===== src/rtl/alu_seq.sv =====
// alu_seq: sequences a 4*NIBBLES-bit operation through an external 4-bit ALU
// slice, one nibble per cycle, rippling the slice carry through a register.
// Ports: clk, rst_n (sync, active-low), start, op_s/op_m/op_cn, a, b (request);
//        alu_s/alu_m/alu_a/alu_b/alu_cn -> slice, alu_f/alu_cn4 <- slice;
//        result, cout, zero, busy, done (status/result).
// Optional: define ALU_SEQ_ZERO_EN to enable the result-equals-zero flag.
`timescale 1ns/1ps
module alu_seq #(
    parameter int NIBBLES = 4
) (
    input  logic                 clk,
    input  logic                 rst_n,
    input  logic                 start,
    input  logic [3:0]           op_s,
    input  logic                 op_m,
    input  logic                 op_cn,
    input  logic [4*NIBBLES-1:0] a,
    input  logic [4*NIBBLES-1:0] b,
    output logic [3:0]           alu_s,
    output logic                 alu_m,
    output logic [3:0]           alu_a,
    output logic [3:0]           alu_b,
    output logic                 alu_cn,
    input  logic [3:0]           alu_f,
    input  logic                 alu_cn4,
    output logic [4*NIBBLES-1:0] result,
    output logic                 cout,
    output logic                 busy,
    output logic                 done,
    output logic                 zero
);

    localparam int W  = 4 * NIBBLES;
    localparam int KW = (NIBBLES > 1) ? $clog2(NIBBLES) : 1;

    typedef enum logic [1:0] {IDLE, RUN, DONE} state_t;

    state_t        state_q, state_d;
    logic [KW-1:0] k_q;
    logic          carry_q;
    logic [3:0]    s_q;
    logic          m_q;
    logic          cn_q;
    logic [W-1:0]  a_q, b_q;
    logic [W-1:0]  result_q;
    logic [W-1:0]  res_next;
    logic          cout_q;
    logic          last;
    logic          accept;

    assign last   = (k_q == KW'(NIBBLES - 1));
    assign accept = start && (state_q != RUN);

    // State register
    always_ff @(posedge clk) begin
        if (!rst_n) state_q <= IDLE;
        else        state_q <= state_d;
    end

    // Next-state logic
    always_comb begin
        state_d = state_q;
        unique case (state_q)
            IDLE:    if (start) state_d = RUN;
            RUN:     if (last) state_d = DONE;
            DONE:    state_d = start ? RUN : IDLE;
            default: state_d = IDLE;
        endcase
    end

    // Output logic: slice drives are quiet outside RUN
    always_comb begin
        busy   = (state_q == RUN);
        done   = (state_q == DONE);
        alu_s  = 4'd0;
        alu_m  = 1'b0;
        alu_a  = 4'd0;
        alu_b  = 4'd0;
        alu_cn = 1'b0;
        if (state_q == RUN) begin
            alu_s  = s_q;
            alu_m  = m_q;
            alu_a  = a_q[4*k_q +: 4];
            alu_b  = b_q[4*k_q +: 4];
            alu_cn = (k_q == '0) ? cn_q : carry_q;
        end
    end

    // Result with the current slice merged in
    always_comb begin
        res_next = result_q;
        res_next[4*k_q +: 4] = alu_f;
    end

    always_ff @(posedge clk) begin
        if (!rst_n) begin
            k_q      <= '0;
            carry_q  <= 1'b0;
            s_q      <= 4'd0;
            m_q      <= 1'b0;
            cn_q     <= 1'b0;
            a_q      <= '0;
            b_q      <= '0;
            result_q <= '0;
            cout_q   <= 1'b0;
        end else if (accept) begin
            k_q  <= '0;
            s_q  <= op_s;
            m_q  <= op_m;
            cn_q <= op_cn;
            a_q  <= a;
            b_q  <= b;
        end else if (state_q == RUN) begin
            result_q <= res_next;
            carry_q  <= alu_cn4;
            // k holds at the last slice so it never wraps
            if (last) cout_q <= alu_cn4;
            else      k_q    <= k_q + KW'(1);
        end
    end

`ifdef ALU_SEQ_ZERO_EN
    logic zero_q;

    always_ff @(posedge clk) begin
        if (!rst_n)
            zero_q <= 1'b0;
        else if (state_q == RUN && last && !accept)
            zero_q <= (res_next == '0);
    end

    assign zero = zero_q;
`else
    assign zero = 1'b0;
`endif

    assign result = result_q;
    assign cout   = cout_q;

endmodule

===== config.mk =====
export PLATFORM = sky130hd
export DESIGN_NAME = alu_seq
export DESIGN_NICKNAME = d
export VERILOG_FILES = /design/src/rtl/alu_seq.sv
export SDC_FILE = /design/constraint.sdc
export NUM_CORES = 1
export LEC_CHECK = 0
export CAP_MARGIN = 15
export CORE_MARGIN = 5
export CORE_UTILIZATION = 30
export DETAILED_ROUTE_END_ITERATION = 12
export PLACE_DENSITY = 0.57
export REMOVE_ABC_BUFFERS = 1
export SYNTH_ARGS = -nofsm -noshare
export SYNTH_HDL_FRONTEND = slang
export SYNTH_SLANG_ARGS = --single-unit

===== constraint.sdc =====
create_clock -name clk -period 2.1 [get_ports clk]
set_input_delay 0.21 -clock clk [delete_from_list [all_inputs] [get_ports clk]]
set_output_delay 0.21 -clock clk [all_outputs]
set_load 0.05 [all_outputs]

==> impl_metrics.env <==
export IMPL_status="finished, final reports clean"
export IMPL_path_clk_slew_ns=0.07
export IMPL_syn_inst=299
export IMPL_pwr_share_seq_pct=45.3
export IMPL_multi_input_area_um2=1310
export IMPL_clockBufferDepth=2
export IMPL_cp_required_ns=1.89
export IMPL_grt_overflow=0
export IMPL_ioPinCount=80
export IMPL_grt_pass1_vias=2620
export IMPL_yosysUniqueCellTypes=37
export IMPL_first_pass_iters=5
export IMPL_swShare_pct=26.4
export IMPL_dr_total_vias=2426
export IMPL_drt_initial_drc_count=91
export IMPL_cp_top_family="multiplexers"
export IMPL_fin_skew_ns=0.00753
export IMPL_cts_tree="built"
export IMPL_seqCellArea_um2=1200
export IMPL_drv_cap=0
export IMPL_portBuffers=78
export IMPL_worstSetupPathType="flip-flop to primary output"
export IMPL_p_sw_w=0.000710
export IMPL_synth_seq_area_share_pct=45.0
export IMPL_cp_cell_sequence="buf_4, mux4_2, and2_1, buf_12"
export IMPL_synth_area_um2=2670
export IMPL_dieArea_um2=10900
export IMPL_mostFrequentLayoutCell="clkdlybuf4s50_1"
export IMPL_p_clk_share_pct=37.5
export IMPL_tightest_slew_ns=0.512
export IMPL_timing_final_crit_share_pct=93.7
export IMPL_placed_cells=471
export IMPL_drive_gt1_share_pct=15.3
export IMPL_setup_viol=0
export IMPL_placeableCoreArea_um2=8680
export IMPL_drtAntennaViolNets=0
export IMPL_cp_arrival_ns=1.76
export IMPL_clk_latency_ns=0.32
export IMPL_finalMaxSlewViolations=0
export IMPL_rsz0062_at_grt="no"
export IMPL_place_hpwl_um=5210
export IMPL_crit_path_start_kind="flip-flop"
export IMPL_path_buf_inv=2
export IMPL_via_per_inst=4.99
export IMPL_cts_sinks=60
export IMPL_grt_first_pass_wirelength_um=12500
export IMPL_combPwrFrac_pct=17.2
export IMPL_gp_congestion=0.745
export IMPL_p_int_w=0.00198
export IMPL_final_cells=486
export IMPL_ys_ff_latch=60
export IMPL_yosysWarnings=0
export IMPL_slowest_delay_ns=0.52
export IMPL_cpMaxStageDelayCell="mux4_2"
export IMPL_antenna_found_initial=0
export IMPL_cts_setup_buffers=0
export IMPL_timing_slew_headroom_pct=65.8
export IMPL_ir_drop_v=0.000237
export IMPL_synth_edff_count=0
export IMPL_rows=34
export IMPL_drt_wirelength_per_cell_um=15.0
export IMPL_power_density_nw_per_um2=688
export IMPL_postCtsHoldBufs=0
export IMPL_critPathMaxFanout=11
export IMPL_cts_root_buf="clkbuf_8"
export IMPL_leakage_nw=1.42
export IMPL_ys_flop_type="dfxtp_1"
export IMPL_syn2layout_area_growth_pct=46.5
export IMPL_synth_async_reset_ratio_pct=0
export IMPL_drc=0
export IMPL_groute_usage_overall_pct=13.6
export IMPL_num_fill_cells=893
export IMPL_postLayoutCoreUtil_pct=45.0
export IMPL_fmax_mhz=508
export IMPL_routed_wl_um=7270
export IMPL_fin_nets=426
export IMPL_period_minus_slack_ns=1.97
export IMPL_start_util_pct=30.7
export IMPL_hold_class="input pin to flip-flop"
export IMPL_cts_buffers=9
export IMPL_die_h_um=104
export IMPL_diodes=0
export IMPL_p_total_w=0.00269
export IMPL_endpoint_kind="primary output"
export IMPL_grt_max_degree=41
export IMPL_avgSynthCellArea_um2=8.92
export IMPL_post_cts_resized=0
export IMPL_die_w_um=104
export IMPL_finalHoldViolations=0
export IMPL_cts_max_level=3
export IMPL_layout_common_cells="clkdlybuf4s50_1 (63), dfxtp_1 (60), nand3_1 (43)"
Yosys cell counts (2+ instances only):
| cell type | instances | area (µm²) |
|---|---|---|
| o2bb2ai_1 | 3 | 26.3 |
| inv_1 | 9 | 33.8 |
| and2_1 | 14 | 87.6 |
| mux4_2 | 8 | 180 |
| nand3_1 | 43 | 215 |
| nand2_1 | 13 | 48.8 |
| o21ai_0 | 39 | 195 |
| o22ai_1 | 7 | 43.8 |
| buf_4 | 2 | 15.0 |
| ha_1 | 6 | 75.1 |
| a21oi_1 | 42 | 210 |
| a22o_1 | 4 | 35.0 |
| dfxtp_1 | 60 | 1200 |
| clkbuf_1 | 23 | 86.3 |
| buf_2 | 2 | 10.0 |
| nor2_1 | 3 | 11.3 |
power groups by stage:
stage	sequential [W]	clock [W]	combinational [W]
final	0.00122	0.00101	0.000462
after global routing	0.00122	0.00108	0.000506
after CTS	0.00122	0.00104	0.000468
after detailed placement	0.00124	0	0.000467
after global placement	0.00124	0	0.000464
after floorplan	0.00126	0	0.000208
worst paths after layout:
check	end	start	cells past startpoint	slack, ns
max reg2reg	result[15]	k_q[0]	4	0.50
min	b_q[3]	b[3]	3	0.44
max	alu_b[0]	k_q[0]	4	0.13
min reg2reg	result[12]	result[12]	2	0.46
per-stage QoR:
step                setup WS, ns  hold WS (ns)  cell area, µm²  TNS (ns)
floorplan                 -0.287         0.304            2540     -5.00
CTS                        0.103         0.423            3910         0
global placement           0.484         0.443            3710         0
detailed placement         0.463         0.452            3710         0
finish                     0.133         0.442            3910         0
global route              0.0184         0.442            3910         0
sequential cells by signal, summed over array words and instances, names as in the netlist:
register,cells
k_q,2
state_q,2
m_q,1
s_q,4
result,16
cout,1
cn_q,1
b_q,16
carry_q,1
a_q,16
worst min-delay path: stages:
cell and delay [ns]:
clkdlybuf4s50_1 0.40, nand3_1 0.06, a21oi_1 0.05
kinds of logic (layout without fill, tap and decap cells):
family | Yosys count | count (layout) | share of synthesized area, %
buffers and inverters | 38 | 117 | 6.01
DFF | 60 | 60 | 45.0
AOI/OAI and AO/OA | 101 | 101 | 21.1
other | 1 | 1 | 0.141
adders and majority gates | 6 | 6 | 2.82
and+or+nand+nor | 83 | 83 | 17.5
xor gates and xnor gates | 1 | 1 | 0.329
muxes | 9 | 9 | 7.13
layer usage:
layer  vias up  global-route usage [%]  wire length, µm
met1      1142                    17.5             3410
li1       1221                       -                -
met2        57                    22.5             3480
met3         6                    3.41              309
met4         0                    4.16               68
met5         -                       0                0
cell type report:
| type | instances | area share [%] |
|---|---|---|
| well taps | 108 | 3.46 |
| clock inverters | 5 | 1.35 |
| flip-flops and latches | 60 | 30.8 |
| inverters | 10 | 0.961 |
| repair buffers | 92 | 26.5 |
| multi-input cells | 201 | 33.4 |
| clock buffers | 10 | 3.52 |
(Power assumes the default switching activity.)
